===== config.mk =====
export PLATFORM = sky130hd
export DESIGN_NAME = multicycle_controller
export DESIGN_NICKNAME = d
export VERILOG_FILES = /design/src/rtl/ctrl_pkg.sv /design/src/rtl/multicycle_controller_alu_decoder.sv /design/src/rtl/multicycle_controller.sv
export SDC_FILE = /design/constraint.sdc
export NUM_CORES = 1
export LEC_CHECK = 0
export ABC_CLOCK_PERIOD_IN_PS = 5800
export CAP_MARGIN = 30
export CORE_MARGIN = 3
export CORE_UTILIZATION = 35
export DETAILED_ROUTE_END_ITERATION = 8
export GPL_ROUTABILITY_DRIVEN = 0
export HOLD_SLACK_MARGIN = 0.06
export PLACE_DENSITY = 0.7
export SYNTH_ARGS = -nofsm -noshare
export SYNTH_HDL_FRONTEND = slang
export SYNTH_SLANG_ARGS = --single-unit
export TNS_END_PERCENT = 1

===== constraint.sdc =====
create_clock -name clk -period 5.8 [get_ports clk]
set_clock_uncertainty 0.05 [all_clocks]
set_input_delay 1.16 -clock clk [delete_from_list [all_inputs] [get_ports clk]]
set_output_delay 1.16 -clock clk [all_outputs]
set_load 0.03 [all_outputs]

===== src/rtl/ctrl_pkg.sv =====
// Purpose: shared types and encodings for the RV32I multi-cycle controller.
// Latency: n/a (types, constants and one pure helper function).
// Backpressure: n/a.
//
// Contents: state_e, alu_op_e, opcode constants, mux-select constants, funct3_op().
package ctrl_pkg;

   typedef enum logic [2:0] {
      FETCH  = 3'd0,
      DECODE = 3'd1,
      EXEC   = 3'd2,
      MEM    = 3'd3,
      WB     = 3'd4,
      TRAP   = 3'd7
   } state_e;

   typedef enum logic [3:0] {
      ALU_ADD  = 4'd0,
      ALU_SUB  = 4'd1,
      ALU_SLL  = 4'd2,
      ALU_SLT  = 4'd3,
      ALU_SLTU = 4'd4,
      ALU_XOR  = 4'd5,
      ALU_SRL  = 4'd6,
      ALU_SRA  = 4'd7,
      ALU_OR   = 4'd8,
      ALU_AND  = 4'd9
   } alu_op_e;

   localparam logic [6:0] OP_R      = 7'b0110011;
   localparam logic [6:0] OP_IALU   = 7'b0010011;
   localparam logic [6:0] OP_LOAD   = 7'b0000011;
   localparam logic [6:0] OP_STORE  = 7'b0100011;
   localparam logic [6:0] OP_BRANCH = 7'b1100011;
   localparam logic [6:0] OP_JAL    = 7'b1101111;
   localparam logic [6:0] OP_LUI    = 7'b0110111;

   localparam logic [1:0] SRC_A_RS1  = 2'd0;
   localparam logic [1:0] SRC_A_PC   = 2'd1;
   localparam logic [1:0] SRC_A_ZERO = 2'd2;

   localparam logic [1:0] SRC_B_RS2  = 2'd0;
   localparam logic [1:0] SRC_B_IMM  = 2'd1;
   localparam logic [1:0] SRC_B_FOUR = 2'd2;

   localparam logic [1:0] WB_ALU  = 2'd0;
   localparam logic [1:0] WB_MEM  = 2'd1;
   localparam logic [1:0] WB_LINK = 2'd2;

   // alt selects the alternate operation (SUB for 000, SRA for 101);
   // callers decide when alt is meaningful.
   function automatic alu_op_e funct3_op(input logic [2:0] funct3, input logic alt);
      alu_op_e op;
      case (funct3)
         3'b000:  op = alt ? ALU_SUB : ALU_ADD;
         3'b001:  op = ALU_SLL;
         3'b010:  op = ALU_SLT;
         3'b011:  op = ALU_SLTU;
         3'b100:  op = ALU_XOR;
         3'b101:  op = alt ? ALU_SRA : ALU_SRL;
         3'b110:  op = ALU_OR;
         default: op = ALU_AND;
      endcase
      return op;
   endfunction

endpackage


===== src/rtl/multicycle_controller_alu_decoder.sv =====
// Purpose: maps opcode/funct3/funct7 to an ALU operation and a legality flag.
// Latency: combinational.
// Backpressure: none.
//
// Ports: opcode, funct3, funct7 in; alu_op (ALU op for the EXEC step), legal out.
module alu_decoder
   import ctrl_pkg::*;
(
   input  logic [6:0] opcode,
   input  logic [2:0] funct3,
   input  logic [6:0] funct7,
   output alu_op_e    alu_op,
   output logic       legal
);

   always_comb begin
      alu_op = ALU_ADD;
      legal  = 1'b0;
      case (opcode)
         OP_R: begin
            // Only base RV32I R-type: funct7 all zero, or SUB/SRA.
            legal  = (funct7 == 7'b0000000) ||
                     ((funct7 == 7'b0100000) && ((funct3 == 3'b000) || (funct3 == 3'b101)));
            alu_op = funct3_op(funct3, funct7[5]);
         end
         OP_IALU: begin
            // imm[10] shares the funct7[5] position; it only means SRA for shifts.
            legal  = 1'b1;
            alu_op = funct3_op(funct3, (funct3 == 3'b101) && funct7[5]);
         end
         OP_LOAD, OP_STORE: begin
            legal  = (funct3 == 3'b010);
            alu_op = ALU_ADD;
         end
         OP_BRANCH: begin
            legal  = (funct3 == 3'b000) || (funct3 == 3'b001);
            alu_op = ALU_SUB;
         end
         OP_JAL, OP_LUI: begin
            legal  = 1'b1;
            alu_op = ALU_ADD;
         end
         default: begin
            legal  = 1'b0;
            alu_op = ALU_ADD;
         end
      endcase
   end

endmodule


===== src/rtl/multicycle_controller.sv =====
// Purpose: multi-cycle FETCH/DECODE/EXEC/MEM/WB sequencer for the RV32I datapath.
// Latency: branch 3, R/I/LUI/JAL 4, SW 4+waits, LW 5+waits cycles per instruction.
// Backpressure: MEM holds the request until mem_ready; MEM_TIMEOUT waiting cycles traps.
//
// Ports: clk, reset (async, active low), inst, zero, mem_ready in;
//        pc_wr, pc_src, ir_wr, reg_wr, mem_rd, mem_wr, alu_op, alu_src_a, alu_src_b,
//        wb_sel, illegal, bus_err, instret, state_dbg out.
module multicycle_controller
   import ctrl_pkg::*;
#(
   parameter int MEM_TIMEOUT = 16,
   parameter int CNT_W       = 32
) (
   input  logic             clk,
   input  logic             reset,
   input  logic [31:0]      inst,
   input  logic             zero,
   input  logic             mem_ready,
   output logic             pc_wr,
   output logic             pc_src,
   output logic             ir_wr,
   output logic             reg_wr,
   output logic             mem_rd,
   output logic             mem_wr,
   output logic [3:0]       alu_op,
   output logic [1:0]       alu_src_a,
   output logic [1:0]       alu_src_b,
   output logic [1:0]       wb_sel,
   output logic             illegal,
   output logic             bus_err,
   output logic [CNT_W-1:0] instret,
   output logic [2:0]       state_dbg
);

   localparam int                TMO_W    = $clog2(MEM_TIMEOUT) + 1;
   localparam logic [TMO_W-1:0]  TMO_LAST = TMO_W'(MEM_TIMEOUT - 1);

   state_e           state;
   logic [TMO_W-1:0] tmo_cnt;

   logic [6:0] opcode;
   logic [2:0] funct3;
   logic [6:0] funct7;
   alu_op_e    dec_op;
   logic       dec_legal;

   assign opcode = inst[6:0];
   assign funct3 = inst[14:12];
   assign funct7 = inst[31:25];

   // Register and immediate fields are the datapath's business.
   logic unused_inst_bits;
   assign unused_inst_bits = ^{inst[24:15], inst[11:7]};

   logic is_load, is_store, is_branch, is_jal, is_lui, is_r, is_ialu, taken;

   assign is_load   = (opcode == OP_LOAD);
   assign is_store  = (opcode == OP_STORE);
   assign is_branch = (opcode == OP_BRANCH);
   assign is_jal    = (opcode == OP_JAL);
   assign is_lui    = (opcode == OP_LUI);
   assign is_r      = (opcode == OP_R);
   assign is_ialu   = (opcode == OP_IALU);
   // funct3[0] distinguishes BNE (001) from BEQ (000).
   assign taken     = is_branch && (funct3[0] ? !zero : zero);

   alu_decoder u_alu_decoder (
      .opcode (opcode),
      .funct3 (funct3),
      .funct7 (funct7),
      .alu_op (dec_op),
      .legal  (dec_legal)
   );

   always_ff @(posedge clk or negedge reset) begin
      if (!reset) begin
         state   <= FETCH;
         instret <= '0;
         tmo_cnt <= '0;
         illegal <= 1'b0;
         bus_err <= 1'b0;
      end else begin
         case (state)
            FETCH: state <= DECODE;
            DECODE: begin
               if (!dec_legal) begin
                  state   <= TRAP;
                  illegal <= 1'b1;
               end else begin
                  state <= EXEC;
               end
            end
            EXEC: begin
               if (is_branch) begin
                  state   <= FETCH;
                  instret <= instret + CNT_W'(1);
               end else if (is_load || is_store) begin
                  state <= MEM;
               end else begin
                  state <= WB;
               end
            end
            MEM: begin
               if (mem_ready) begin
                  tmo_cnt <= '0;
                  if (is_store) begin
                     state   <= FETCH;
                     instret <= instret + CNT_W'(1);
                  end else begin
                     state <= WB;
                  end
               end else if (tmo_cnt == TMO_LAST) begin
                  // This was the MEM_TIMEOUT-th unanswered cycle.
                  state   <= TRAP;
                  bus_err <= 1'b1;
                  tmo_cnt <= '0;
               end else begin
                  tmo_cnt <= tmo_cnt + TMO_W'(1);
               end
            end
            WB: begin
               state   <= FETCH;
               instret <= instret + CNT_W'(1);
            end
            TRAP:    state <= TRAP;
            default: state <= TRAP;
         endcase
      end
   end

   logic    pc_wr_c, ir_wr_c, reg_wr_c, mem_rd_c, mem_wr_c;
   alu_op_e alu_op_c;

   always_comb begin
      pc_wr_c   = 1'b0;
      pc_src    = 1'b0;
      ir_wr_c   = 1'b0;
      reg_wr_c  = 1'b0;
      mem_rd_c  = 1'b0;
      mem_wr_c  = 1'b0;
      alu_op_c  = ALU_ADD;
      alu_src_a = SRC_A_RS1;
      alu_src_b = SRC_B_RS2;
      wb_sel    = WB_ALU;
      case (state)
         FETCH: begin
            ir_wr_c   = 1'b1;
            pc_wr_c   = 1'b1;
            alu_src_a = SRC_A_PC;
            alu_src_b = SRC_B_FOUR;
            alu_op_c  = ALU_ADD;
         end
         EXEC: begin
            alu_op_c = dec_op;
            if (is_ialu || is_load || is_store) begin
               alu_src_b = SRC_B_IMM;
            end else if (is_lui) begin
               alu_src_a = SRC_A_ZERO;
               alu_src_b = SRC_B_IMM;
            end else if (is_branch) begin
               pc_wr_c = taken;
               pc_src  = taken;
            end else if (is_jal) begin
               pc_wr_c = 1'b1;
               pc_src  = 1'b1;
            end else begin
               // R-type uses the rs1/rs2 defaults.
               alu_src_b = SRC_B_RS2;
            end
         end
         MEM: begin
            mem_rd_c = is_load;
            mem_wr_c = is_store;
         end
         WB: begin
            reg_wr_c = 1'b1;
            wb_sel   = is_load ? WB_MEM : (is_jal ? WB_LINK : WB_ALU);
         end
         default: ;
      endcase
   end

   // Writes and requests are gated directly by reset so they drop
   // immediately on assertion, independent of any clock edge.
   assign pc_wr     = pc_wr_c  & reset;
   assign ir_wr     = ir_wr_c  & reset;
   assign reg_wr    = reg_wr_c & reset;
   assign mem_rd    = mem_rd_c & reset;
   assign mem_wr    = mem_wr_c & reset;
   assign alu_op    = alu_op_c;
   assign state_dbg = state;

endmodule


==> metrics.md <==
| Metric | Value |
|---|---|
| Post-Synth XOR/XNOR Area | 0.129 |
| Clock Latency Late Sink | 0.29 ns |
| CTS tree | built |
| Post-layout util | 0.503 |
| Pwr dens | about 170 nW/um^2 |
| DRC violations left | 0 |
| Unrepaired setup endpoints after global routing | no |
| Sequential share of the synthesized area | 0.442 |
| Hold buffers post-CTS | 0 |
| Main combinational cell family by area after synthesis | simple AND/OR/NAND/NOR gates |
| DRT Pass-1 Iters | 4 |
| Synth Area in Simple Gates | 0.262 |
| Final antenna-violating net count | 0 |
| Post-synth EDFFs | 0 |
| Library cells used by synthesis | 44 |
| Worst-path cell chain | clkdlybuf4s50_1 -> nand4bb_4 -> or3_2 -> nor4_1 -> clkdlybuf4s50_1 |
| CTS sink count | 42 |
| Post-CTS Resized | 0 |
| DP Cell Count | 388 |
| Wire per inst | 14.3 um |
| VDD IR max | 164 uV |
| Type of origin of the critical path | input port |
| Number of port buffers | 73 |
| Critical path's most frequent cell | clkdlybuf4s50_1 |
| Max Cap Viol | 0 |
| Total Wirelength | approximately 5700 um |
| Mapped Cells | 248 |
| Setup total negative slack | 0 ns |
| Number of vias per cell | 5.33 |
| Commonest non-fill, non-tap cell in the layout | clkdlybuf4s50_1 |
| Fmax | 213 MHz |
| LEAKAGE | 1.24 nW |
| Slew Limit Fails | 0 |
| Final cell count without fillers | 396 |
| Setup bufs post-CTS | 0 |
| Status | completed |
| GR Overflow Total | 0 |
| Vias in the first global route | 1945 |
| Seq. cell area | roughly 1100 um^2 |
| Post-synthesis mux area share | 0.00948 |
| Post-synth top flop | dfrtp_1 |
| CP Max Fanout | 7 |
| Layout area overhead | 36.7% |
| Slew @ Worst Pin | roughly 0.64 ns |
| Share of cells above drive strength 1 | 0.0564 |
| CTS buffer count | 5 |
| GR Util All Layers | 0.144 |
| Endpoint class of the critical path | output pin |
| Rel. slew slack | 0.575 |
| Slowest stage delay, CP | 0.73 ns |
| Fillers | 603 |
| Most frequent cells in the layout | 72 x clkdlybuf4s50_1, 42 x dfrtp_1, 23 x nand2_1 |
| First-pass GRT wire length | 9090 um |
| Die Height | 88.4 um |
| Ports | 89 |
| Initial Utilization | 0.368 |
| YS warnings | 0 |
| Period utilisation layout | 0.811 |
| Pin count of the biggest net entering global routing | 26 |
| Core box area | 6460 um^2 |
| Root Buffer Master | clkbuf_8 |
| Clk pin slew, worst setup/hold paths | 0.07 ns |
| Htree depth | 2 |
| Critical path data required time | 4.59 ns |
| Seq cells post-synth | 42 |
| Clock Tree Buf Depth | 2 |
| Placement Rows | 29 |
| DIE AREA | 7810 um^2 |
| Footprint of the multi-input gates | 1250 um^2 |
| WS Path Type | input port to output pin |
| Final min period | 4.70 ns |
| # diodes | 0 |
| Critical-path top delay cell | clkdlybuf4s50_1 |
| Nets@finish | 356 |
| 1st-iter DRT viols | roughly 90 |
| Setup violators final | 0 |
| Post-synthesis average cell area | between 9 and 10 um^2 |
| Final hold vios | 0 |
| Die W | 88.4 um |
| Mapped Area | roughly 2400 um^2 |
| Synth Area in Compound Gates | 0.115 |
| Initial antenna violation count | 0 |
| Adder-cell share of the synthesized area | 0.0105 |
| Arrival time worst endpoint | about 3.5 ns |
| Post-DP HPWL | 4250 um |
| Vias | approximately 2.1k |
| Asr flop ratio synth | 1.00 |
| Hold/Removal Path Class | register to register |
| Synth Net Count | around 290 |
-- critical path: cells and delay by family --
family	cells	cell delay, ns
buf+inv	2	1.26
simple gates	3	1.06
-- cells by family after synthesis --
kind of cell	after synthesis
flops	42
simple gates	111
fa+ha+maj	2
buf+inv	18
xor+xnor	35
compound gates	38
mux	2
-- cell type report --
cell class | instances | share of cell area
Clock buffer | 7 | 0.0266
Clock inverter | 1 | 0.00154
Inverter | 7 | 0.00809
Multi-Input combinational cell | 188 | 0.385
Sequential cell | 42 | 0.324
Tap cell | 77 | 0.0297
Timing Repair Buffer | 74 | 0.226
-- report_power, final --
group / internal (mW) / switching, mW
Sequential: 0.296 / 0.00286
Combinational: 0.0237 / 0.0277
Clock: 0.0960 / 0.0937
Total: 0.415 / 0.124
-- layer usage --
| metal | routed length, um | vias to the layer above | GRT usage |
|---|---|---|---|
| met5 | 0 | - | 0 |
| met4 | 39 | 0 | 0.0288 |
| met3 | 434 | 4 | 0.0326 |
| met2 | 2620 | 75 | 0.232 |
| met1 | 2580 | 1003 | 0.201 |
| li1 | - | 1027 | - |
-- registers in the layout (all words and copies together), names as in the netlist --
name and count:
bus_err 1, illegal 1, instret 32, state_dbg 3, tmo_cnt 5
-- final timing paths --
path | cells after the start | from | slack (ns) | to
worst max-delay path | 5 | inst[2] | 1.10 | mem_rd
worst min-delay path | 1 | bus_err | 0.41 | bus_err
worst max register to register | 5 | state_dbg[0] | 3.48 | instret[11]
worst min register to register | 1 | bus_err | 0.41 | bus_err
max in group asynchronous | 2 | reset | 4.21 | instret[11]
min in group asynchronous | 1 | reset | 0.81 | tmo_cnt[2]
-- synthesized netlist by cell type, types with 5 or more instances --
cell      number  area [um^2]
clkbuf_1       8         30.0
nand3b_1       7         52.6
xor2_1        15          131
nand2b_1       5         31.3
nor3_1         8         40.0
o21ai_0       10         50.1
xnor2_1       20          175
nor3b_1        5         37.5
nor2_1        19         71.3
a21oi_1        6         30.0
dfrtp_1       42         1050
nand3_1       13         65.1
nand2_1       23         86.3
nand4_1        9         56.3
inv_1          7         26.3
-- through the flow --
step / total power, mW / setup slack [ns] / instance area [um^2] / hold WS (ns)
2_1_floorplan: 0.327 / 1.46 / 2380 / 0.425
3_3_place_gp: 0.355 / 1.14 / 3160 / 0.394
3_5_place_dp: 0.356 / 1.10 / 3160 / 0.395
4_1_cts: 0.549 / 1.10 / 3250 / 0.413
5_1_grt: 0.564 / 0.950 / 3250 / 0.420
6_report: 0.540 / 1.10 / 3250 / 0.409
Note: power is estimated with default switching activity, not from simulation.
